[src/rtl/pass_unlock_ctrl.sv]
// pass_unlock_ctrl: turns the password detector's match pulse into a timed
// unlock with per-attempt window, failure counting and timed lockout.
// Optional feature macro: PASS_UNLOCK_EXTEND_EN (match while unlocked restarts the unlock period).
module pass_unlock_ctrl #(
  parameter int WINDOW         = 16,
  parameter int UNLOCK_CYCLES  = 8,
  parameter int MAX_FAILS      = 3,
  parameter int LOCKOUT_CYCLES = 32
) (
  input  logic                           clk,
  input  logic                           rst_n,
  input  logic                           arm,
  input  logic                           match,
  output logic                           armed,
  output logic                           unlocked,
  output logic                           locked_out,
  output logic [$clog2(MAX_FAILS+1)-1:0] fail_cnt
);

  localparam int MAX_WU =
    (WINDOW > UNLOCK_CYCLES) ? WINDOW : UNLOCK_CYCLES;
  localparam int MAX_C =
    (MAX_WU > LOCKOUT_CYCLES) ? MAX_WU : LOCKOUT_CYCLES;
  localparam int CW = $clog2(MAX_C);
  localparam int FW = $clog2(MAX_FAILS + 1);

  localparam logic [CW-1:0] WIN_LAST  = CW'(WINDOW - 1);
  localparam logic [CW-1:0] UNL_LAST  = CW'(UNLOCK_CYCLES - 1);
  localparam logic [CW-1:0] LOCK_LAST = CW'(LOCKOUT_CYCLES - 1);
  localparam logic [CW-1:0] CNT_ONE   = CW'(1);
  localparam logic [FW-1:0] FAIL_MAX  = FW'(MAX_FAILS);
  localparam logic [FW-1:0] FAIL_ONE  = FW'(1);

  typedef enum logic [1:0] {
    IDLE     = 2'd0,
    ARMED    = 2'd1,
    UNLOCKED = 2'd2,
    LOCKOUT  = 2'd3
  } state_t;

  state_t        state_q;
  state_t        state_d;
  logic [CW-1:0] cnt_q;
  logic [CW-1:0] cnt_d;
  logic [FW-1:0] fail_q;
  logic [FW-1:0] fail_d;
  logic [FW-1:0] fail_inc;
  logic          win_end;
  logic          unl_end;
  logic          lock_end;

  // Saturating increment of the consecutive-failure count
  always_comb begin
    fail_inc = fail_q;
    if (fail_q < FAIL_MAX) begin
      fail_inc = fail_q + FAIL_ONE;
    end
  end

  // Terminal-count flags of the shared cycle counter
  always_comb begin
    win_end  = (cnt_q == WIN_LAST);
    unl_end  = (cnt_q == UNL_LAST);
    lock_end = (cnt_q == LOCK_LAST);
  end

  // Next state, counter and failure count
  always_comb begin
    state_d = state_q;
    cnt_d   = cnt_q;
    fail_d  = fail_q;
    case (state_q)
      IDLE: begin
        if (arm) begin
          state_d = ARMED;
          cnt_d   = '0;
        end
      end
      ARMED: begin
        if (match) begin
          state_d = UNLOCKED;
          cnt_d   = '0;
          fail_d  = '0;
        end else if (win_end) begin
          cnt_d  = '0;
          fail_d = fail_inc;
          if (fail_inc == FAIL_MAX) begin
            state_d = LOCKOUT;
          end else begin
            state_d = IDLE;
          end
        end else begin
          cnt_d = cnt_q + CNT_ONE;
        end
      end
      UNLOCKED: begin
`ifdef PASS_UNLOCK_EXTEND_EN
        if (match) begin
          cnt_d = '0;
        end else if (unl_end) begin
          state_d = IDLE;
          cnt_d   = '0;
        end else begin
          cnt_d = cnt_q + CNT_ONE;
        end
`else
        if (unl_end) begin
          state_d = IDLE;
          cnt_d   = '0;
        end else begin
          cnt_d = cnt_q + CNT_ONE;
        end
`endif
      end
      LOCKOUT: begin
        if (lock_end) begin
          state_d = IDLE;
          cnt_d   = '0;
          fail_d  = '0;
        end else begin
          cnt_d  = cnt_q + CNT_ONE;
          fail_d = FAIL_MAX;
        end
      end
      default: begin
        state_d = IDLE;
        cnt_d   = '0;
        fail_d  = '0;
      end
    endcase
  end

  // State, counter and registered output decode
  always_ff @(posedge clk or negedge rst_n) begin
    if (!rst_n) begin
      state_q    <= IDLE;
      cnt_q      <= '0;
      fail_q     <= '0;
      armed      <= 1'b0;
      unlocked   <= 1'b0;
      locked_out <= 1'b0;
    end else begin
      state_q    <= state_d;
      cnt_q      <= cnt_d;
      fail_q     <= fail_d;
      armed      <= (state_d == ARMED);
      unlocked   <= (state_d == UNLOCKED);
      locked_out <= (state_d == LOCKOUT);
    end
  end

  assign fail_cnt = fail_q;

endmodule
[config.mk]
export PLATFORM = sky130hd
export DESIGN_NAME = pass_unlock_ctrl
export DESIGN_NICKNAME = d
export VERILOG_FILES = /design/src/rtl/pass_unlock_ctrl.sv
export SDC_FILE = /design/constraint.sdc
export NUM_CORES = 1
export LEC_CHECK = 0
export BUFFER_PORTS_ARGS = -buffer_cell sky130_fd_sc_hd__buf_2
export CAP_MARGIN = 20
export CORE_AREA = 5 5 48 50
export DETAILED_ROUTE_END_ITERATION = 10
export DIE_AREA = 0 0 53 55
export PLACE_DENSITY = 0.61
export SLEW_MARGIN = 20
export SYNTH_ARGS = -nofsm -noshare
export SYNTH_HDL_FRONTEND = slang
export SYNTH_SLANG_ARGS = --single-unit
[constraint.sdc]
create_clock -name clk -period 1.9 [get_ports clk]
set_input_delay 0.095 -clock clk [delete_from_list [all_inputs] [get_ports clk]]
set_output_delay 0.095 -clock clk [all_outputs]
set_load 0.005 [all_outputs]
After elaboration in Yosys (flattened, before gate mapping)
Index checks and enable logic that the tools add are counted.

Register bits after elaboration: 12. Output and inout bits: 5. Input port bits: 4.

$lt $le $gt $ge: 1. Add/sub/neg operators: 2. Reduce and logical (&&, ||, !) cells: 3. Multiplexer cells: 18. Equality and inequality tests: 12.

Operators with widths (number): 5-bit 2-to-1 mux (5); 2-bit 2-to-1 mux (10); 5-bit one-hot mux with 4 select lines (1); 2-bit == test (second input constant) (5); 2-bit one-hot mux with 4 select lines (1); 5-bit by 1-bit adder with 5-bit output (second input constant) (1); 5-bit by 3-bit == test with 1-bit output (second input constant) (1); 5-bit by 4-bit == test with 1-bit output (second input constant) (1); 5-bit == test (second input constant) (1); 2-bit by 1-bit == test with 1-bit output (second input constant) (2); 2-bit one-hot mux with 2 select lines (1); 3-bit inequality test (second input constant) (1); 2-bit by 1-bit adder with 2-bit output (second input constant) (1); 2-bit zero test (1); 2-bit less-than comparator (second input constant) (1); 2-bit inequality test (second input constant) (1); 2-bit AND reduction (1); 2-bit nonzero test (1).

Longest topological paths before layout
Gate-level depths: netlist of the first run.

Depth after elaboration: 8. Depth in mapped cells: 7. Gate-level depth less buffers: 7.

Worst setup path after synthesis of the first run
No wires, ideal clock.

Kind: flip-flop to flip-flop. Start: register cnt_q[0]. End: register cnt_q[2]. Data arrival time: 1.766 ns. Path slack: 0.052 ns. Buffers on the path: 0. Clock period less this slack: 1.848 ns. Cell stages (with the launch flop): 8. Path through: dfrtp_1 > ha_1 > and3_1 > ha_1 > or3b_4 > o21ai_2 > nand2b_1 > a31oi_1.

Longest elaborated chain between the ends: 4.

RTL lines: start, declared (line 43) `logic [CW-1:0] cnt_q;`; start signal, assigned (line 144) `cnt_q <= cnt_d;`; 5-bit by 1-bit adder with 5-bit output / 5-bit by 4-bit == test with 1-bit output (equally long branches); 5-bit 2-to-1 mux (line 84) `end else if (win_end) begin`; 5-bit 2-to-1 mux (line 80) `if (match) begin`; 5-bit one-hot mux with 4 select lines * (line 72) `case (state_q)`.

Mark *: on every way between the ends. The rest lies on a longest branch, timed or not. A chain may end at the register's enable or synchronous reset.

Worst setup path in the final report of the first run
Start: register cnt_q[1]. End: register cnt_q[2].

Same word-level chain as after synthesis.

==> results.py, run 1 <==
metrics = {
    "route": {
        "drt-initial-drc-count": 8,
        "drt-total-wl_um": 1440,
        "firstDrtPassIters": 4,
        "dr_total_vias": 580,
        "routedWlPerCell_um": 12.0,
        "ant_nets": 0,
        "drc": 0,
        "viasPerCell": 4.83,
    },
    "timing": {
        "layout_min_cycle_time_ns": 1.82,
        "drv_slew": 0,
        "finalClockSkew_ns": 0.00144,
        "fmax_mhz": 550,
        "hold_slack_ns": 0.0747,
        "worst_pin_slew_ns": 0.504,
        "finalSetupTns_ns": 0,
        "period_share": 0.957,
        "report.final.hold_viol_count": 0,
        "finalSetupViolations": 0,
        "slew_headroom": 0.664,
    },
    "cts": {
        "path_clk_slew_ns": 0.08,
        "clk_path_buf_depth": 2,
        "cts_tree": "built",
        "clk_latency_ns": 0.27,
        "cts_buffers": 3,
        "cts.sinks": 12,
        "cts_htree_levels": 1,
        "cts_root_buffer": "clkbuf_4",
    },
    "setup_path": {
        "cp_top_family": "simple AND/OR/NAND/NOR gates",
        "crit_chain": "ha_2, and3_4, ha_2, or3b_4, o21ai_2, a21oi_1, a31oi_1",
        "path_max_fanout": 3,
        "critical_path.startpoint_type": "flip-flop",
        "crit_type": "reg2reg",
        "crit_buf_inv": 0,
        "cp.required_ns": 2.10,
        "critPathMaxStageDelay_ns": 0.41,
        "critPathCaptureType": "flip-flop",
        "crit_top_cell": "ha_2",
        "arrival_ns": 2.02,
        "cp_slowest_cell": "or3b_4",
    },
    "layout": {
        "fill_cells": 190,
        "antenna_cells": 0,
        "multi_input_area_sq_um": 375,
        "final_cell_count_no_fill": 120,
        "ff_latch_area_sq_um": 300,
        "drive_gt1_frac": 0.280,
        "synthToLayoutAreaGrowth_pct": 23.0,
        "fin_nets": 103,
    },
    "global_routing": {
        "grt_max_degree": 18,
        "grt_pass1_wl_um": 2430,
        "grt_pass1_vias": 533,
        "gr-usage-all-layers": 0.122,
        "grt-ovfl-total": 0,
        "antenna_found_initial": 0,
    },
    "power": {
        "leakagePower_uw": 0.000412,
        "p_per_area_nw_per_um2": 1280,
        "vdd_drop_max_uv": 454,
    },
    "yosys": {
        "yosysSeqAreaShare": 0.432,
        "synth_nets": 86,
        "yosys_warnings": 0,
        "synth_top_area_frac": 0.432,
        "yosys_register_bits": 12,
        "syn_avg_cell_area_sq_um": 9.03,
        "netlist_instances": 77,
        "ys_top_cells_by_area": "dfrtp_1 43%, ha_1 9.0%, a21oi_1 5.0%",
        "yosysTopAreaCell": "dfrtp_1",
        "syn-cell-area_sq_um": 696,
        "yosysUniqueCellTypes": 28,
    },
    "place": {
        "dpl.hpwl_um": 1050,
        "gp_congestion": 0.815,
        "placed_cells": 114,
        "io_buffers": 8,
    },
    "floorplan": {
        "fp.dieW_um": 53,
        "chipHeight_um": 55,
        "fp-row-count": 16,
        "die_area_sq_um": 2920,
        "start_util": 0.374,
        "core_area_sq_um": 1860,
        "ioPinCount": 9,
    },
    "outcome": {
        "status": "finished clean",
    },
    "job": {
        "maxCapViolCount": 0,
    },
    "min_path": {
        "hold_class": "in2reg",
    },
}
==> flip-flops by register name, indices dropped and copies added (netlist names) <==
register,cells
armed,1
cnt_q,5
fail_cnt,2
locked_out,1
state_q,2
unlocked,1
==> stage by stage <==
| step | area, sq um | setup WS (ns) | utilization | total power, uW |
|---|---|---|---|---|
| after global placement | 790 | 0.0886 | 0.424 | 870 |
| after floorplan | 696 | 0.0523 | - | 741 |
| after detailed placement | 790 | 0.0508 | 0.424 | 871 |
| after global routing | 856 | -0.00149 | 0.460 | 1190 |
| final | 856 | 0.0826 | 0.460 | 1090 |
| after CTS | 836 | 0.0336 | 0.449 | 1080 |
==> final timing paths <==
| path | from | end | slack (ns) | depth (start not counted) |
|---|---|---|---|---|
| setup / recovery | cnt_q[1] | cnt_q[2] | 0.08 | 7 |
| max in group asynchronous | rst_n | cnt_q[3] | 1.44 | 2 |
| setup reg to reg | cnt_q[1] | cnt_q[2] | 0.08 | 7 |
| min in group asynchronous | rst_n | locked_out | 0.24 | 2 |
| hold reg to reg | cnt_q[1] | cnt_q[1] | 0.54 | 2 |
| hold / removal | arm | state_q[0] | 0.07 | 3 |
==> worst min-delay path, cell delays in order <==
cell and delay [ns]:
buf_2 0.11, nand2_1 0.06, nand2_1 0.06
==> cell type report <==
cell class / instances / share of cell area
inverter: 6 / 0.0263
sequential: 12 / 0.351
clock buffer: 4 / 0.0424
multi-input combinational: 57 / 0.439
tap: 27 / 0.0395
timing repair buffer: 14 / 0.102
==> cell families after synthesis <==
kind of cell | Yosys count | share of synthesized area
and+or+nand+nor | 28 | 0.192
AOI/OAI and AO/OA | 22 | 0.212
DFF | 12 | 0.432
buffers and inverters | 8 | 0.0468
adders and majority gates | 5 | 0.0899
xor gates and xnor gates | 1 | 0.0126
muxes | 1 | 0.0144
==> power breakdown <==
group | internal (uW) | switching [uW] | leakage (uW) | total [uW]
clock | 117 | 86.8 | 0.0000210 | 203
combinational | 210 | 214 | 0.000234 | 424
sequential | 343 | 121 | 0.000157 | 464
==> per-layer routing <==
layer,GRT usage,part of all wire,vias up,wire [um]
li1,-,-,300,-
met2,0.192,0.46,10,666
met4,0.0894,0.026,0,38
met1,0.141,0.48,266,685
met5,0,0,-,0
met3,0.0349,0.033,4,47
==> Yosys cell counts (all sizes together) <==
cell type and instances:
or3b 1, a21oi 7, nand2 9, buf 2, ha 5, nand3 1
nor3b 1, xor2 1, o221ai 1, nor2 9, a211oi 1, a31oi 2
or2 1, inv 6, mux2i 1, o311a 1, and3 1, or3 1
o221a 1, a21bo 1, o21ai 7, nand2b 2, nor2b 1, nor3 1
dfrtp 12, a221oi 1
==> timing repair <==
| item | in CTS | in global routing |
|---|---|---|
| hold buffers | 1 | 0 |
| endpoints found under the hold margin | 12 | 0 |
| setup endpoints to repair | 0 | 4 |
| setup buffers | 0 | 1 |
| resized for setup | 0 | 4 |
==> cells in the final DEF, fill, tap and decap left out <==
cell	Yosys	final
nor2_1	9	8
a21oi_1	7	7
buf_4	0	5
dlygate4sd3_1	0	1
o21ai_1	2	2
nor2_2	0	1
clkbuf_4	0	3
dfrtp_1	12	12
nand2_1	9	9
a221oi_1	1	1
a21bo_2	1	1
nand2b_1	2	2
nor3_1	1	1
clkbuf_8	0	1
xor2_1	1	1
or3b_4	1	1
nor2b_1	1	1
and3_4	0	1
buf_2	2	8
a31oi_1	2	2
ha_2	0	2
o311a_1	1	1
o221ai_1	1	1
o221a_2	1	1
nand3_1	1	1
or3_1	1	1
a211oi_2	1	1
o21ai_0	4	4
inv_1	6	6
ha_1	5	3
or2_1	1	1
o21ai_2	1	1
nor3b_1	1	1
mux2i_1	1	1
No activity file was read; power rests on OpenSTA's default activity.
==> inputs of run 2 (changes only) <==
--- a/config.mk
+++ b/config.mk
@@ -7,11 +7,12 @@
 export LEC_CHECK = 0
 export BUFFER_PORTS_ARGS = -buffer_cell sky130_fd_sc_hd__buf_2
 export CAP_MARGIN = 20
-export CORE_AREA = 5 5 48 50
+export CORE_AREA = 2 2 45 47
 export DETAILED_ROUTE_END_ITERATION = 10
-export DIE_AREA = 0 0 53 55
+export DIE_AREA = 0 0 47 49
 export PLACE_DENSITY = 0.61
 export SLEW_MARGIN = 20
 export SYNTH_ARGS = -nofsm -noshare
 export SYNTH_HDL_FRONTEND = slang
 export SYNTH_SLANG_ARGS = --single-unit
+export TNS_END_PERCENT = 1
==> results.py, run 2 (same netlist as run 1, synthesis figures left out) <==
metrics = {
    "global_routing": {
        "grt-ovfl-total": 0,
        "grt_pass1_vias": 574,
        "grt_max_degree": 18,
        "gr-usage-all-layers": 0.149,
        "grt_pass1_wl_um": 2500,
        "antenna_found_initial": 0,
    },
    "cts": {
        "cts_htree_levels": 1,
        "clk_path_buf_depth": 2,
        "cts_root_buffer": "clkbuf_4",
        "cts_buffers": 3,
        "clk_latency_ns": 0.28,
        "path_clk_slew_ns": 0.07,
        "cts.sinks": 12,
        "cts_tree": "built",
    },
    "route": {
        "routedWlPerCell_um": 12.4,
        "drc": 0,
        "ant_nets": 0,
        "drt-initial-drc-count": 28,
        "firstDrtPassIters": 4,
        "dr_total_vias": 596,
        "viasPerCell": 4.89,
        "drt-total-wl_um": 1510,
    },
    "power": {
        "vdd_drop_max_uv": 663,
        "sw_frac_of_total": 0.407,
        "p_per_area_nw_per_um2": 1260,
        "seqPwrFrac": 0.418,
        "intPower_uw": 663,
        "leakagePower_uw": 0.000426,
        "power_switching_uw": 455,
        "comb_power_share": 0.439,
        "pwr-share-clk": 0.144,
    },
    "layout": {
        "antenna_cells": 0,
        "post-route-util": 0.483,
        "layout_commonest_cell": "dfrtp_1",
        "synthToLayoutAreaGrowth_pct": 27.9,
        "stdcell_area_sq_um": 890,
        "fill_cells": 178,
        "regMostFlops": "cnt_q",
        "largest_reg_flops": 5,
        "drive_gt1_frac": 0.295,
        "final_cell_count_no_fill": 122,
        "layout_common_cells": "12 x dfrtp_1, 9 x nand2_1, 8 x nor2_1, 8 x buf_2, 8 x buf_4",
        "fin_nets": 106,
    },
    "floorplan": {
        "fp-row-count": 16,
        "start_util": 0.378,
        "chipHeight_um": 49,
        "core_area_sq_um": 1840,
        "fp.dieW_um": 47,
        "die_area_sq_um": 2300,
        "ioPinCount": 9,
    },
    "timing": {
        "worst_pin_slew_ns": 0.544,
        "report.final.hold_viol_count": 0,
        "fmax_mhz": 544,
        "finalSetupViolations": 0,
        "layout_min_cycle_time_ns": 1.84,
        "grt_setup_unrepaired": "yes",
        "period_share": 0.968,
        "slew_headroom": 0.637,
        "finalClockSkew_ns": 0.00585,
        "drv_slew": 0,
    },
    "min_path": {
        "hold_class": "in2reg",
        "worstHoldStart": "arm",
    },
    "job": {
        "maxCapViolCount": 0,
    },
    "setup_path": {
        "crit_type": "reg2reg",
        "r2r-start": "cnt_q[1]",
        "critPathCaptureType": "flip-flop",
        "arrival_ns": 2.05,
        "critical_path.startpoint_type": "flip-flop",
        "crit_chain": "ha_2, and3_4, ha_4, or3b_4, o21ai_4, nand2b_1, a31oi_1",
        "critPathMaxStageDelay_ns": 0.42,
        "cp_slowest_cell": "or3b_4",
        "cp.required_ns": 2.11,
        "path_max_fanout": 4,
        "critPathLaunch": "cnt_q[1]",
    },
    "place": {
        "placed_area_sq_um": 782,
        "placed_cells": 113,
        "dpl.hpwl_um": 997,
        "io_buffers": 8,
        "gp_congestion": 0.774,
    },
    "outcome": {
        "status": "finished clean",
    },
}
[run 2: per-stage QoR]
stage	total power [uW]	setup WS [ns]	setup TNS [ns]	hold slack [ns]
3_3_place_gp	865	0.0447	0	-0.0111
3_5_place_dp	874	0.0159	0	-0.0126
4_1_cts	1050	0.0253	0	0.0634
6_report	1120	0.0615	0	0.0708
5_1_grt	1210	-0.0174	-0.0254	0.0811
2_1_floorplan	741	0.0523	0	-0.201
[run 2: power groups by stage]
stage	logic [uW]	registers, uW	clock network [uW]
floorplan	324	416	0
global placement	402	463	0
detailed placement	408	466	0
CTS	429	457	163
global route	554	482	172
finish	490	467	161
[run 2: cell type report]
type	instances	area, sq um	share of cell area
multi-input cells	57	400	0.450
flip-flops and latches	12	300	0.338
clock buffers	3	22.5	0.0253
inverters	6	22.5	0.0253
well taps	27	33.8	0.0380
repair buffers	17	110	0.124
[run 2: final timing paths]
check	end	slack [ns]	cells after the start
max	cnt_q[2]	0.06	7
min	state_q[0]	0.07	3
max reg2reg	cnt_q[2]	0.06	7
min reg2reg	cnt_q[1]	0.55	2
max in group asynchronous	locked_out	1.48	2
min in group asynchronous	cnt_q[1]	0.21	2
[run 2: metal layers]
metal,part of all wire,global-route usage
met4,0.027,0.0833
met3,0.032,0.0222
met2,0.51,0.226
met5,0,0
met1,0.43,0.197
[run 2: repair_timing]
item                                    CTS  global route
endpoints found under the setup margin    1             4
hold endpoints to repair                 12             0
buffers inserted                          1             4
gates cloned                              0             0
pin swaps                                 0             4
hold buffers                              1             0
resized for setup                         0             8
[run 2: worst max-delay path, delay by kind of cell (launching register included)]
kind                       cells  cell delay [ns]
adders and majority gates      2             0.36
AOI/OAI and AO/OA              2             0.32
and+or+nand+nor                3             0.69
DFF                            1             0.40
==> inputs of run 3 (changes only) <==
--- a/config.mk
+++ b/config.mk
@@ -10,7 +10,7 @@
 export CORE_AREA = 2 2 45 47
 export DETAILED_ROUTE_END_ITERATION = 10
 export DIE_AREA = 0 0 47 49
-export PLACE_DENSITY = 0.61
+export PLACE_DENSITY = 0.57
 export SLEW_MARGIN = 20
 export SYNTH_ARGS = -nofsm -noshare
 export SYNTH_HDL_FRONTEND = slang
==> results.py, run 3 (same netlist as run 1, synthesis figures left out) <==
metrics = {
    "setup_path": {
        "critPathLaunch": "cnt_q[0]",
        "path_max_fanout": 4,
        "critPathMaxStageDelay_ns": 0.41,
        "cp.required_ns": 2.09,
        "critical_path.startpoint_type": "flip-flop",
        "r2r-start": "cnt_q[0]",
        "crit_chain": "ha_2, and3_4, ha_4, or3b_4, o21ai_2, a21oi_2, a31oi_1",
        "arrival_ns": 2.01,
        "cp_slowest_cell": "dfrtp_1",
        "rrSetupSlack_ns": 0.08,
        "critPathCaptureType": "flip-flop",
        "crit_type": "reg2reg",
    },
    "cts": {
        "cts_buffers": 3,
        "cts_root_buffer": "clkbuf_4",
        "clk_path_buf_depth": 2,
        "cts_htree_levels": 1,
        "cts_tree": "built",
        "path_clk_slew_ns": 0.07,
        "clk_latency_ns": 0.26,
        "cts.sinks": 12,
    },
    "timing": {
        "layout_min_cycle_time_ns": 1.82,
        "finalClockSkew_ns": 0.00190,
        "report.final.hold_viol_count": 0,
        "period_share": 0.957,
        "finalSetupViolations": 0,
        "slew_headroom": 0.672,
        "hold_slack_ns": 0.0820,
        "finalSetupTns_ns": 0,
        "worst_pin_slew_ns": 0.492,
        "fmax_mhz": 550,
        "drv_slew": 0,
    },
    "power": {
        "seqPwrFrac": 0.422,
        "intPower_uw": 651,
        "vdd_drop_max_uv": 663,
        "leakagePower_uw": 0.000418,
        "power_switching_uw": 425,
        "pwr-share-clk": 0.140,
        "p_per_area_nw_per_um2": 1240,
        "comb_power_share": 0.438,
        "sw_frac_of_total": 0.395,
    },
    "route": {
        "firstDrtPassIters": 4,
        "drt-total-wl_um": 1490,
        "drc": 0,
        "ant_nets": 0,
        "viasPerCell": 4.81,
        "drt-initial-drc-count": 20,
        "routedWlPerCell_um": 12.3,
        "dr_total_vias": 582,
    },
    "layout": {
        "regMostFlops": "cnt_q",
        "synthToLayoutAreaGrowth_pct": 25.2,
        "antenna_cells": 0,
        "layout_commonest_cell": "dfrtp_1",
        "drive_gt1_frac": 0.298,
        "post-route-util": 0.473,
        "layout_common_cells": "12 x dfrtp_1, 9 x nor2_1, 9 x nand2_1",
        "largest_reg_flops": 5,
        "fin_nets": 105,
    },
    "floorplan": {
        "start_util": 0.378,
        "chipHeight_um": 49,
        "fp-row-count": 16,
        "fp.dieW_um": 47,
        "ioPinCount": 9,
        "die_area_sq_um": 2300,
        "core_area_sq_um": 1840,
    },
    "global_routing": {
        "grt-ovfl-total": 0,
        "gr-usage-all-layers": 0.151,
        "grt_max_degree": 18,
        "grt_pass1_vias": 577,
        "grt_pass1_wl_um": 2550,
        "antenna_found_initial": 0,
    },
    "place": {
        "gp_congestion": 0.741,
        "dpl.hpwl_um": 1020,
        "io_buffers": 8,
    },
    "min_path": {
        "hold_class": "in2reg",
        "worstHoldStart": "arm",
    },
    "job": {
        "maxCapViolCount": 0,
    },
    "outcome": {
        "status": "finished clean",
    },
}
## run 3: cell count changes in the layout (fill, tap and decap cells not counted), sizes merged
cell	before	now
buf	16	15
## run 3: path summary, 6_finish.rpt
check | endpoint | depth (start not counted)
max reg2reg | cnt_q[2] | 7
max | cnt_q[2] | 7
min | state_q[0] | 3
min reg2reg | cnt_q[1] | 2
max in group asynchronous | locked_out | 2
min in group asynchronous | cnt_q[1] | 2
## run 3: through the flow
stage	setup WS, ns	total power, uW	cell area [sq um]	instances
after CTS	0.0212	1040	822	118
final	0.0814	1080	871	121
after detailed placement	0.0486	887	790	114
after global placement	0.0737	882	790	114
after floorplan	0.0523	741	696	77
after global routing	-0.0138	1180	871	121
## run 3: power groups by stage
stage	logic [uW]	clock network, uW	registers (uW)
after CTS	434	157	452
after floorplan	324	0	416
after detailed placement	429	0	457
after global placement	430	0	452
final	471	151	454
after global routing	539	169	473
## run 3: cell type report
cell class                 count  area [sq um]
clock buffer                   3          22.5
fill                         193           971
inverter                       6          22.5
multi-input combinational     57           389
sequential                    12           300
tap                           27          33.8
timing repair buffer          16           103
## run 3: critical path: cells and delay by family, from the launching register on
| family | cells | cell delay (ns) |
|---|---|---|
| AO/OA/AOI/OAI | 3 | 0.38 |
| AND/OR/NAND/NOR | 2 | 0.59 |
| flip-flops | 1 | 0.41 |
| adder cells (fa/ha/maj) | 2 | 0.37 |
## run 3: per-layer routing
layer | up-vias | GRT usage | share of wire
li1 | 304 | - | -
met1 | 267 | 0.246 | 0.54
met2 | 9 | 0.196 | 0.43
met3 | 2 | 0.0222 | 0.029
met4 | 0 | 0.0556 | 0.0060
met5 | - | 0 | 0
## run 3: what timing repair did
item	4_1_cts	5_1_grt
hold endpoints to repair	12	0
setup buffers	0	3
endpoints found under the setup margin	0	8
resized for setup	0	6
hold buffers	1	0
